==> src/rtl/btle_rx_pkg.sv <==
// Shared constants, state type and small helpers for the BLE bit-level receive path.
package btle_rx_pkg;

    localparam int unsigned BTLE_AA_LEN     = 32;
    localparam int unsigned BTLE_CRC_LEN    = 24;
    localparam int unsigned BTLE_WHITEN_LEN = 7;
    localparam logic [BTLE_CRC_LEN-1:0] BTLE_CRC_POLY = 24'h00065B;

    typedef enum logic [1:0] {
        ST_SEARCH,
        ST_HEADER,
        ST_PAYLOAD,
        ST_CRC
    } btle_rx_state_t;

    // Number of set bits in a 32-bit word.
    function automatic logic [5:0] popcount32(input logic [31:0] v);
        logic [5:0] n;
        n = '0;
        for (int i = 0; i < 32; i++) begin
            n = n + 6'(v[i]);
        end
        return n;
    endfunction

    // Whitening seed: position 0 = 1, position 1 = channel bit 5 ... position 6 = channel bit 0.
    function automatic logic [BTLE_WHITEN_LEN-1:0] whiten_seed(input logic [5:0] ch);
        return {ch[0], ch[1], ch[2], ch[3], ch[4], ch[5], 1'b1};
    endfunction

    // One step of the x^7+x^4+1 whitening LFSR; output bit is position 6.
    function automatic logic [BTLE_WHITEN_LEN-1:0] whiten_step(input logic [BTLE_WHITEN_LEN-1:0] w);
        return {w[5], w[4], w[3] ^ w[6], w[2], w[1], w[0], w[6]};
    endfunction

endpackage

==> src/rtl/btle_rx_packet_capture_crc24.sv <==
// Bit-serial CRC24 (x^24+x^10+x^9+x^6+x^4+x^3+x+1), MSB-out Galois form.
module btle_crc24_serial
    import btle_rx_pkg::*;
(
    input  logic                    clk,
    input  logic                    rst_n,
    input  logic                    load,
    input  logic [BTLE_CRC_LEN-1:0] init,
    input  logic                    bit_in,
    input  logic                    bit_en,
    output logic [BTLE_CRC_LEN-1:0] crc
);

    logic feedback;

    assign feedback = crc[BTLE_CRC_LEN-1] ^ bit_in;

    always_ff @(posedge clk or negedge rst_n) begin
        if (!rst_n) begin
            crc <= '0;
        end else if (load) begin
            crc <= init;
        end else if (bit_en) begin
            crc <= {crc[BTLE_CRC_LEN-2:0], 1'b0} ^ (feedback ? BTLE_CRC_POLY : '0);
        end
    end

endmodule

==> src/rtl/btle_rx_packet_capture.sv <==
// BLE receiver back end: access-address search, dewhitening and byte framing.
// Optional CRC24 verdict enabled by defining BTLE_CRC_CHECK_EN.
module btle_rx_packet_capture
    import btle_rx_pkg::*;
#(
    parameter int unsigned AA_MAX_MISMATCH = 1,
    parameter int unsigned MAX_PAYLOAD_LEN = 255
) (
    input  logic        clk,
    input  logic        rst_n,
    input  logic        phy_bit,
    input  logic        bit_valid,
    input  logic [31:0] access_address,
    input  logic [5:0]  channel_number,
    input  logic [23:0] crc_init,
    output logic        aa_hit,
    output logic [7:0]  byte_out,
    output logic        byte_valid,
    output logic        byte_first,
    output logic        byte_last,
    output logic        pkt_done,
    output logic        crc_ok,
    output logic        pkt_abort
);

    btle_rx_state_t state, state_next;

    logic [BTLE_AA_LEN-1:0]     aa_sr;
    logic [BTLE_AA_LEN-1:0]     aa_sr_next;
    logic [5:0]                 search_cnt;
    logic [BTLE_WHITEN_LEN-1:0] whiten;
    logic [7:0]                 shift_byte;
    logic [7:0]                 byte_next;
    logic [2:0]                 bit_cnt;
    logic [7:0]                 byte_cnt;
    logic [7:0]                 pay_len;
    logic [8:0]                 len_diff;
    logic                       dbit;
    logic                       byte_done;
    logic                       hit;
    logic                       emit;
    logic                       emit_first;
    logic                       emit_last;
    logic                       abort;
    logic                       len_load;

    assign dbit       = phy_bit ^ whiten[BTLE_WHITEN_LEN-1];
    assign aa_sr_next = {phy_bit, aa_sr[BTLE_AA_LEN-1:1]};
    assign byte_next  = {dbit, shift_byte[7:1]};
    assign byte_done  = (bit_cnt == 3'd7);
    // Negative difference (bit 8 set) means the length field exceeds the limit.
    assign len_diff   = 9'(MAX_PAYLOAD_LEN) - {1'b0, byte_next};

    // State register
    always_ff @(posedge clk or negedge rst_n) begin
        if (!rst_n) begin
            state <= ST_SEARCH;
        end else begin
            state <= state_next;
        end
    end

    // Next-state and framing decisions; nothing moves without bit_valid
    always_comb begin
        state_next = state;
        hit        = 1'b0;
        emit       = 1'b0;
        emit_first = 1'b0;
        emit_last  = 1'b0;
        abort      = 1'b0;
        len_load   = 1'b0;
        if (bit_valid) begin
            unique case (state)
                ST_SEARCH: begin
                    if ((search_cnt >= 6'(BTLE_AA_LEN - 1)) &&
                        (popcount32(aa_sr_next ^ access_address) <= 6'(AA_MAX_MISMATCH))) begin
                        hit        = 1'b1;
                        state_next = ST_HEADER;
                    end
                end
                ST_HEADER: begin
                    if (byte_done) begin
                        if (byte_cnt == 8'd0) begin
                            emit       = 1'b1;
                            emit_first = 1'b1;
                        end else if (len_diff[8]) begin
                            abort      = 1'b1;
                            state_next = ST_SEARCH;
                        end else begin
                            emit       = 1'b1;
                            len_load   = 1'b1;
                            state_next = (byte_next == 8'd0) ? ST_CRC : ST_PAYLOAD;
                        end
                    end
                end
                ST_PAYLOAD: begin
                    if (byte_done) begin
                        emit = 1'b1;
                        if ((byte_cnt + 8'd1) == pay_len) begin
                            state_next = ST_CRC;
                        end
                    end
                end
                ST_CRC: begin
                    if (byte_done) begin
                        emit = 1'b1;
                        if (byte_cnt == 8'd2) begin
                            emit_last  = 1'b1;
                            state_next = ST_SEARCH;
                        end
                    end
                end
                default: state_next = ST_SEARCH;
            endcase
        end
    end

    // Datapath and registered outputs
    always_ff @(posedge clk or negedge rst_n) begin
        if (!rst_n) begin
            aa_sr      <= '0;
            search_cnt <= '0;
            whiten     <= '0;
            shift_byte <= '0;
            bit_cnt    <= '0;
            byte_cnt   <= '0;
            pay_len    <= '0;
            aa_hit     <= 1'b0;
            byte_out   <= '0;
            byte_valid <= 1'b0;
            byte_first <= 1'b0;
            byte_last  <= 1'b0;
            pkt_done   <= 1'b0;
            pkt_abort  <= 1'b0;
        end else begin
            aa_hit     <= hit;
            byte_valid <= emit;
            byte_first <= emit_first;
            byte_last  <= emit_last;
            pkt_done   <= emit_last;
            pkt_abort  <= abort;
            if (emit) begin
                byte_out <= byte_next;
            end
            if (bit_valid) begin
                if (state == ST_SEARCH) begin
                    aa_sr <= aa_sr_next;
                    if (search_cnt != 6'(BTLE_AA_LEN)) begin
                        search_cnt <= search_cnt + 6'd1;
                    end
                end else begin
                    whiten     <= whiten_step(whiten);
                    shift_byte <= byte_next;
                    bit_cnt    <= bit_cnt + 3'd1;
                    if (byte_done) begin
                        byte_cnt <= byte_cnt + 8'd1;
                    end
                end
                if (len_load) begin
                    pay_len <= byte_next;
                end
                if (hit) begin
                    whiten  <= whiten_seed(channel_number);
                    bit_cnt <= '0;
                end
                if (state_next != state) begin
                    byte_cnt <= '0;
                end
                // Leaving a packet: require 32 fresh bits before the next hit.
                if ((state != ST_SEARCH) && (state_next == ST_SEARCH)) begin
                    search_cnt <= '0;
                end
            end
        end
    end

`ifdef BTLE_CRC_CHECK_EN
    logic [BTLE_CRC_LEN-1:0] crc_val;
    logic [4:0]              crc_idx;
    logic                    crc_bit_ok;
    logic                    crc_match;

    btle_crc24_serial u_crc (
        .clk    (clk),
        .rst_n  (rst_n),
        .load   (hit),
        .init   (crc_init),
        .bit_in (dbit),
        .bit_en (bit_valid && ((state == ST_HEADER) || (state == ST_PAYLOAD))),
        .crc    (crc_val)
    );

    // Received CRC bit k is compared against computed position 23-k.
    assign crc_idx    = 5'd23 - {byte_cnt[1:0], bit_cnt};
    assign crc_bit_ok = (dbit == crc_val[crc_idx]);

    always_ff @(posedge clk or negedge rst_n) begin
        if (!rst_n) begin
            crc_match <= 1'b0;
            crc_ok    <= 1'b0;
        end else if (bit_valid) begin
            if (hit) begin
                crc_match <= 1'b1;
            end else if ((state == ST_CRC) && !crc_bit_ok) begin
                crc_match <= 1'b0;
            end
            if (emit_last) begin
                crc_ok <= crc_match & crc_bit_ok;
            end
        end
    end
`else
    logic unused_crc_init;

    assign unused_crc_init = ^crc_init;
    assign crc_ok          = 1'b0;
`endif

endmodule

==> config.mk <==
export PLATFORM = sky130hd
export DESIGN_NAME = btle_rx_packet_capture
export DESIGN_NICKNAME = d
export VERILOG_FILES = /design/src/rtl/btle_rx_pkg.sv /design/src/rtl/btle_rx_packet_capture_crc24.sv /design/src/rtl/btle_rx_packet_capture.sv
export SDC_FILE = /design/constraint.sdc
export NUM_CORES = 1
export LEC_CHECK = 0
export ABC_AREA = 1
export BUFFER_PORTS_ARGS = -buffer_cell sky130_fd_sc_hd__buf_2
export CAP_MARGIN = 5
export CORE_MARGIN = 5
export CORE_UTILIZATION = 57
export CTS_CLUSTER_DIAMETER = 200
export DETAILED_ROUTE_END_ITERATION = 16
export PLACE_DENSITY_LB_ADDON = 0.15
export SYNTH_ARGS = -nofsm -noshare
export SYNTH_HDL_FRONTEND = slang
export SYNTH_SLANG_ARGS = --single-unit
==> constraint.sdc <==
create_clock -name clk -period 6.3 [get_ports clk]
set_input_delay 1.575 -clock clk [delete_from_list [all_inputs] [get_ports clk]]
set_output_delay 1.575 -clock clk [all_outputs]
set_load 0.1 [all_outputs]
Yosys cells after proc, flatten, opt, wreduce, memory -nomap -nowiden:

Cells that the tools add are included.
W data, S select, Z words.

* flip-flop bits (word level): 87
* output and inout port bits: 15

* $add $sub $neg: 35
* order comparisons: 2
* equality and inequality tests: 10
* mux-type cells: 47
* bitwise gates (word level): 4
* reduce and logical (&&, ||, !) cells: 17

Operator list (number)
* $add A6 B1 Y6: 26
* $xor A32 B32 Y32: 1
* $mux W1: 26
* $mux W8: 3
* $mux W2: 9
* $mux W6: 3
* $logic_not A8 Y1: 2
* $mux W7: 2
* $sub A8 B8 Y9 const A: 1
* $add A8 B1 Y8 const B: 1
* $eq A8 B2 Y1 const B: 1
* $eq A8 B8 Y1: 1
* $pmux W2 S4: 1
* $reduce_and A2 Y1: 4
* $reduce_bool A2 Y1: 4
* $add A5 B1 Y6: 1
* $add A6 B1 Y6 const B: 1
* $ge A6 B5 Y1 const B: 1
* $le A6 B1 Y1 const B: 1
* $mux W3: 2
* $ne A6 B6 Y1 const B: 1
* $reduce_and A3 Y1: 2
* $add A4 B1 Y5: 1
* $add A3 B1 Y4: 1
* other kinds (15): 19

Logic depth before layout (Yosys ltp):

* depth in word-level cells: 41
* gate-level depth with buffers: 26
* depth with buffers taken out: 25

Worst setup path after synthesis:

No wires, ideal clock.

* path kind: input -> register
* start: input port access_address[17]
* end: register whiten[1]
* data arrival time: 6585 ps
* data required time: 6170 ps
* slack: -415 ps
* stages: 22
* cell sequence: xor2_1 fa_1 inv_1 fa_1 inv_1 fa_1 fa_1 inv_1 fa_1 fa_1 inv_1 ha_1 inv_1 fa_1 a211o_1 nand2_1 nand4_1 nor2_2 inv_1 nand2_1 buf_2 a31oi_1

* cells in the longest elaborated chain, start to end: 23
* elaborated cells on any way between the ends: 24

RTL lines
* start: declaration: RTL line btle_rx_packet_capture.sv:13 `input logic [31:0] access_address,`
* $xor A32 B32 Y32 *: RTL line btle_rx_packet_capture.sv:76 `(popcount32(aa_sr_next ^ access_address) <= 6'(AA_MAX_MISMATCH))) begin`
* $add A6 B1 Y6 * (15 in a row): RTL line btle_rx_pkg.sv:21 `n = n + 6'(v[i]);`
* $le A6 B1 Y1 *: RTL line btle_rx_packet_capture.sv:76
* $logic_and A1 B1 Y1 *: RTL line btle_rx_packet_capture.sv:75 `if ((search_cnt >= 6'(BTLE_AA_LEN - 1)) &&`
* $mux W1 *: RTL line btle_rx_packet_capture.sv:75
* $mux W1 *: RTL line btle_rx_packet_capture.sv:73 `unique case (state)`
* $mux W1 *: RTL line btle_rx_packet_capture.sv:72 `if (bit_valid) begin`
* $ne A2 B2 Y1 (no line)
* $reduce_and A2 Y1 (no line)
* end signal: assignment: RTL line btle_rx_packet_capture.sv:152 `whiten <= whiten_step(whiten);`
* end signal: assignment: RTL line btle_rx_packet_capture.sv:163 `whiten <= whiten_seed(channel_number);`
* end: declaration: RTL line btle_rx_packet_capture.sv:31 `logic [BTLE_WHITEN_LEN-1:0] whiten;`

Mark *: on every way between the ends. The rest lies on a longest branch, timed or not.
A chain may end at the register's enable or synchronous reset.

Worst setup path in the final report:

* start: input port access_address[21]
* end: register byte_cnt[7]

* cells in the longest elaborated chain, start to end: 20
* elaborated cells on any way between the ends: 22

RTL lines
* $xor A32 B32 Y32 *: RTL line btle_rx_packet_capture.sv:76
* $add A6 B1 Y6 * (11 in a row): RTL line btle_rx_pkg.sv:21
* $le A6 B1 Y1 *: RTL line btle_rx_packet_capture.sv:76
* $logic_and A1 B1 Y1 *: RTL line btle_rx_packet_capture.sv:75
* $mux W2 *: RTL line btle_rx_packet_capture.sv:75
* $pmux W2 S4 *: RTL line btle_rx_packet_capture.sv:73
* $mux W2 *: RTL line btle_rx_packet_capture.sv:72
* via state_next[0]: RTL line btle_rx_packet_capture.sv:26 `btle_rx_state_t state, state_next;`
* $ne A2 B2 Y1 *: RTL line btle_rx_packet_capture.sv:166 `if (state_next != state) begin`
* $ne A2 B1 Y1 (no line) / $reduce_bool A2 Y1 (equally long branches)
* $reduce_and A3 Y1 (no line)
* end signal: assignment: RTL line btle_rx_packet_capture.sv:156 `byte_cnt <= byte_cnt + 8'd1;`
* end: declaration: RTL line btle_rx_packet_capture.sv:35 `logic [7:0] byte_cnt;`

Mark *: on every way through the listed nets, which the timed path passes. The rest lies on a longest branch.

==> Flow_metrics.wiki <==
{| class="wikitable"
! Metric !! Value
|-
| Number of enable-type register cells in the synthesized netlist || 0
|-
| Sequential share of the synthesized area || 42.5%
|-
| Min Tclk post-route || 6480 ps
|-
| Overall routing resource usage || 21.7%
|-
| Quantity of I/O buffers inserted on ports || 54
|-
| Crit path max-delay family || adder cells
|-
| First-pass GRT wire length || 18.0 mm
|-
| Max-slew violation total from the final report || 0
|-
| Worst clock skew on the final layout || 12.5 ps
|-
| Clock buffer count from CTS || 9
|-
| Actual slew at the worst max-slew pin || 804 ps
|-
| Die extent in x || 103 microns
|-
| Classification of the worst-slack hold path || register to register
|-
| Data arrival at the endpoint of the critical path || 6780 ps
|-
| Global route total overflow || 0
|-
| Fraction of the core area covered by cells at the end of the flow || 67.6%
|-
| Cell variety after synth || 35
|-
| Buf/Inv on CP || 6
|-
| Status || finished, violations left
|-
| Pin count of the biggest net entering global routing || 66
|-
| Capturing element of the worst setup path || byte_cnt[7]
|-
| Setup slack at placement || -632 ps
|-
| Clock tree from TritonCTS || yes
|-
| Setup TNS || -2470 ps
|-
| Post-DP HPWL || 7.24 mm
|-
| CP Capture Type || register
|-
| Peak fanout along the critical path || 8
|-
| Final cell count without fillers || 766
|-
| Clock sink count || 84
|-
| Data required time of the critical path || 6610 ps
|-
| Routability-driven placement congestion ratio || 0.875
|-
| Post-synthesis instance total || 592
|-
| Type of the worst setup path || input pin to register
|-
| Clock tree root driver cell || clkbuf_8
|-
| Number of ports placed on the die boundary || 81
|-
| Number of antenna violations at the first check in global routing || 0
|-
| Unrepaired setup endpoints after global routing || yes
|-
| Via count of the routed design || 3887
|-
| Startpoint class of the critical path || input pin
|-
| Most used DFF post-synth || dfrtp_1
|-
| Part of the cycle the worst path needs || 103%
|-
| Flip-flop and latch count after synthesis || 84
|-
| Top cell type's share of synthesized area || 42.5%
|-
| Post-synthesis to final-layout area growth || 17.3%
|-
| Router iterations before antenna repair || 4
|-
| Nets@finish || 757
|-
| Delay of the slowest critical-path stage || 560 ps
|-
| Clock latency at the later pin of the worst-skew pair || 370 ps
|-
| Launching point of the worst reg2reg path || aa_sr[22]
|-
| Path depth of the worst reg2reg path || 23
|-
| DR DRC count || 0
|-
| Std-Cell Core Area || 8590 sq um
|-
| Max Clk Rate || 0.154 GHz
|-
| Critical-path cell with the highest stage delay || fa_2
|-
| Die Span Y || 103 microns
|-
| Violations in the final reports || negative setup slack
|-
| Depth of the CTS H-tree || 3
|-
| Average cell area after synthesis || 8.36 sq um
|-
| Number of vias per cell || 5.07
|-
| Stages on the worst setup path || 24
|-
| Post-placement cell count || 743
|-
| Final setup viols || 21
|-
| Fraction of layout instances using a drive strength above 1 || 19.3%
|-
| Worst setup path startpoint || access_address[21]
|-
| Area of the die || 10600 sq um
|-
| Post-detailed-route count of antenna-violating nets || 0
|-
| Remaining max-slew budget at the tightest pin || 46.2%
|-
| Cell type with the largest total area after synthesis || dfrtp_1
|-
| Clk buf depth || 2
|-
| ANT cells || 0
|-
| Setup slack of the most critical reg-to-reg path || 710 ps
|-
| Detailed-route wire length per cell || 13.6 microns
|-
| Worst-case setup margin in the final layout || -178 ps
|-
| Final WL || 10.5 mm
|-
| Vias in the first global route || 3837
|-
| Area of the mapped netlist || 4950 sq um
|-
| Fillcell total || 721
|-
| Critical-path cell list || buf_6 -> xor2_2 -> fa_1 -> inv_1 -> fa_1 -> inv_1 -> fa_1 -> fa_1 -> inv_1 -> fa_1 -> fa_1 -> inv_1 -> ha_2 -> inv_2 -> fa_2 -> nand3_2 -> nor3_2 -> and3_4 -> a21oi_4 -> nand2_2 -> nand2_4 -> nand2_8 -> nand4_1 -> nand2_1
|-
| Number of max-capacitance violations reported || 0
|-
| Final count of hold timing violations || 0
|-
| Number of hold-repair buffers added at the cts stage || 0
|-
| Share of synthesized registers carrying an async set or reset || 100%
|-
| Yosys warns || 0
|-
| Library cell appearing most often on the critical path || fa_1
|-
| Initial drt markers || 155
|-
| FF-to-FF End || byte_cnt[7]
|-
| Clock-pin slew reported for the worst setup and hold paths after clock tree synthesis || 90 ps
|-
| Cell Rows || 34
|-
| Initial core utilization || 57.6%
|-
| Ranking of synthesized cells by area || dfrtp_1 42%, nand2_1 15%, fa_1 9.7%
|}
cells in the mapped netlist, types with 3 or more instances:
cell type,count
nand2_1,198
dfrtp_1,84
inv_1,72
o21ai_0,32
nor2_1,27
fa_1,24
nand3_1,23
nand4_1,22
xor2_1,22
xnor2_1,15
ha_1,14
clkbuf_1,8
nor3_1,7
o21ai_1,7
buf_1,4
buf_4,4
inv_2,4
a31oi_1,3
buf_2,3
nand2_2,3
repair_timing:
action / 4_1_cts / 5_1_grt
cloned: 2 / 0
pin swaps: 8 / 6
setup endpoints to repair: 20 / 25
resized for setup: 14 / 23
buffers inserted: 3 / 5
worst reg2reg max path: stages, from the launching register on:
cell     delay (ps)
dfrtp_1         430
xor2_2          170
fa_1            540
inv_1            50
fa_1            470
inv_1            50
fa_1            470
fa_1            540
inv_1            50
fa_1            490
fa_1            410
inv_1            70
ha_2            190
inv_2            50
fa_2            560
nand3_2          70
nor3_2          120
and3_4          220
a21oi_4          50
nand2_2         120
nand2_4         110
nand2_8         120
nand4_1          90
nand2_1         100
worst min path at each step:
stage | cells after the start | endpoint | slack, ps | start
finish | 2 | byte_out[6] | 470 | byte_out[6]
global route | 2 | byte_out[6] | 490 | byte_out[6]
CTS | 2 | byte_out[6] | 480 | byte_out[6]
detailed placement | 2 | byte_out[6] | 450 | byte_out[6]
global placement | 2 | byte_out[6] | 450 | byte_out[6]
floorplan | 2 | pay_len[0] | 450 | shift_byte[1]
placed cells by master, fill, tap and decap left out, types with 20 or more instances in the layout:
| cell | count |
|---|---|
| fa_1 | 23 |
| o21ai_0 | 28 |
| nand4_1 | 22 |
| xor2_1 | 21 |
| buf_2 | 52 |
| nor2_1 | 26 |
| inv_1 | 70 |
| nand3_1 | 20 |
| dfrtp_1 | 84 |
| nand2_1 | 189 |
flip-flops by register name, indices dropped and copies added (netlist names):
| name | flops |
|---|---|
| state | 2 |
| aa_hit | 1 |
| pkt_done | 1 |
| search_cnt | 6 |
| bit_cnt | 3 |
| pay_len | 8 |
| whiten | 7 |
| byte_valid | 1 |
| byte_cnt | 8 |
| aa_sr | 31 |
| byte_first | 1 |
| shift_byte | 7 |
| byte_out | 8 |
layer usage:
metal / part of all wire, % / wire (microns) / track usage (%)
met1: 47 / 4930 / 31.9
met2: 46 / 4850 / 32.5
met3: 4.6 / 483 / 4.13
met4: 1.8 / 186 / 7.17
met5: 0 / 0 / 0
logic make-up (layout without fill, tap and decap cells):
group                      Yosys count  in the layout  synth area share [%]
AOI/OAI and AO/OA                   48             48                  5.24
xor gates and xnor gates            37             37                  6.55
adders and majority gates           38             38                  13.3
buffers and inverters               96            159                  7.81
DFF                                 84             84                  42.5
other                                1              2                0.0758
and+or+nand+nor                    288            290                  24.6
through the flow:
step | cell area, sq um | hold WS, ps
global placement | 5350 | 454
finish | 5810 | 473
floorplan | 5000 | 453
CTS | 5700 | 478
global route | 5810 | 493
detailed placement | 5350 | 454
area by class of cell:
class	instances	area, sq um	area share [%]
clock buffer	9	124	2.13
clock inverter	7	106	1.83
inverter	76	285	4.91
multi-input combinational	415	2660	45.8
sequential	84	2100	36.2
tap	108	135	2.33
timing repair buffer	67	392	6.75
Power is not shown: default switching activity piles up to over one toggle a cycle in this logic, so the estimate is an artifact.
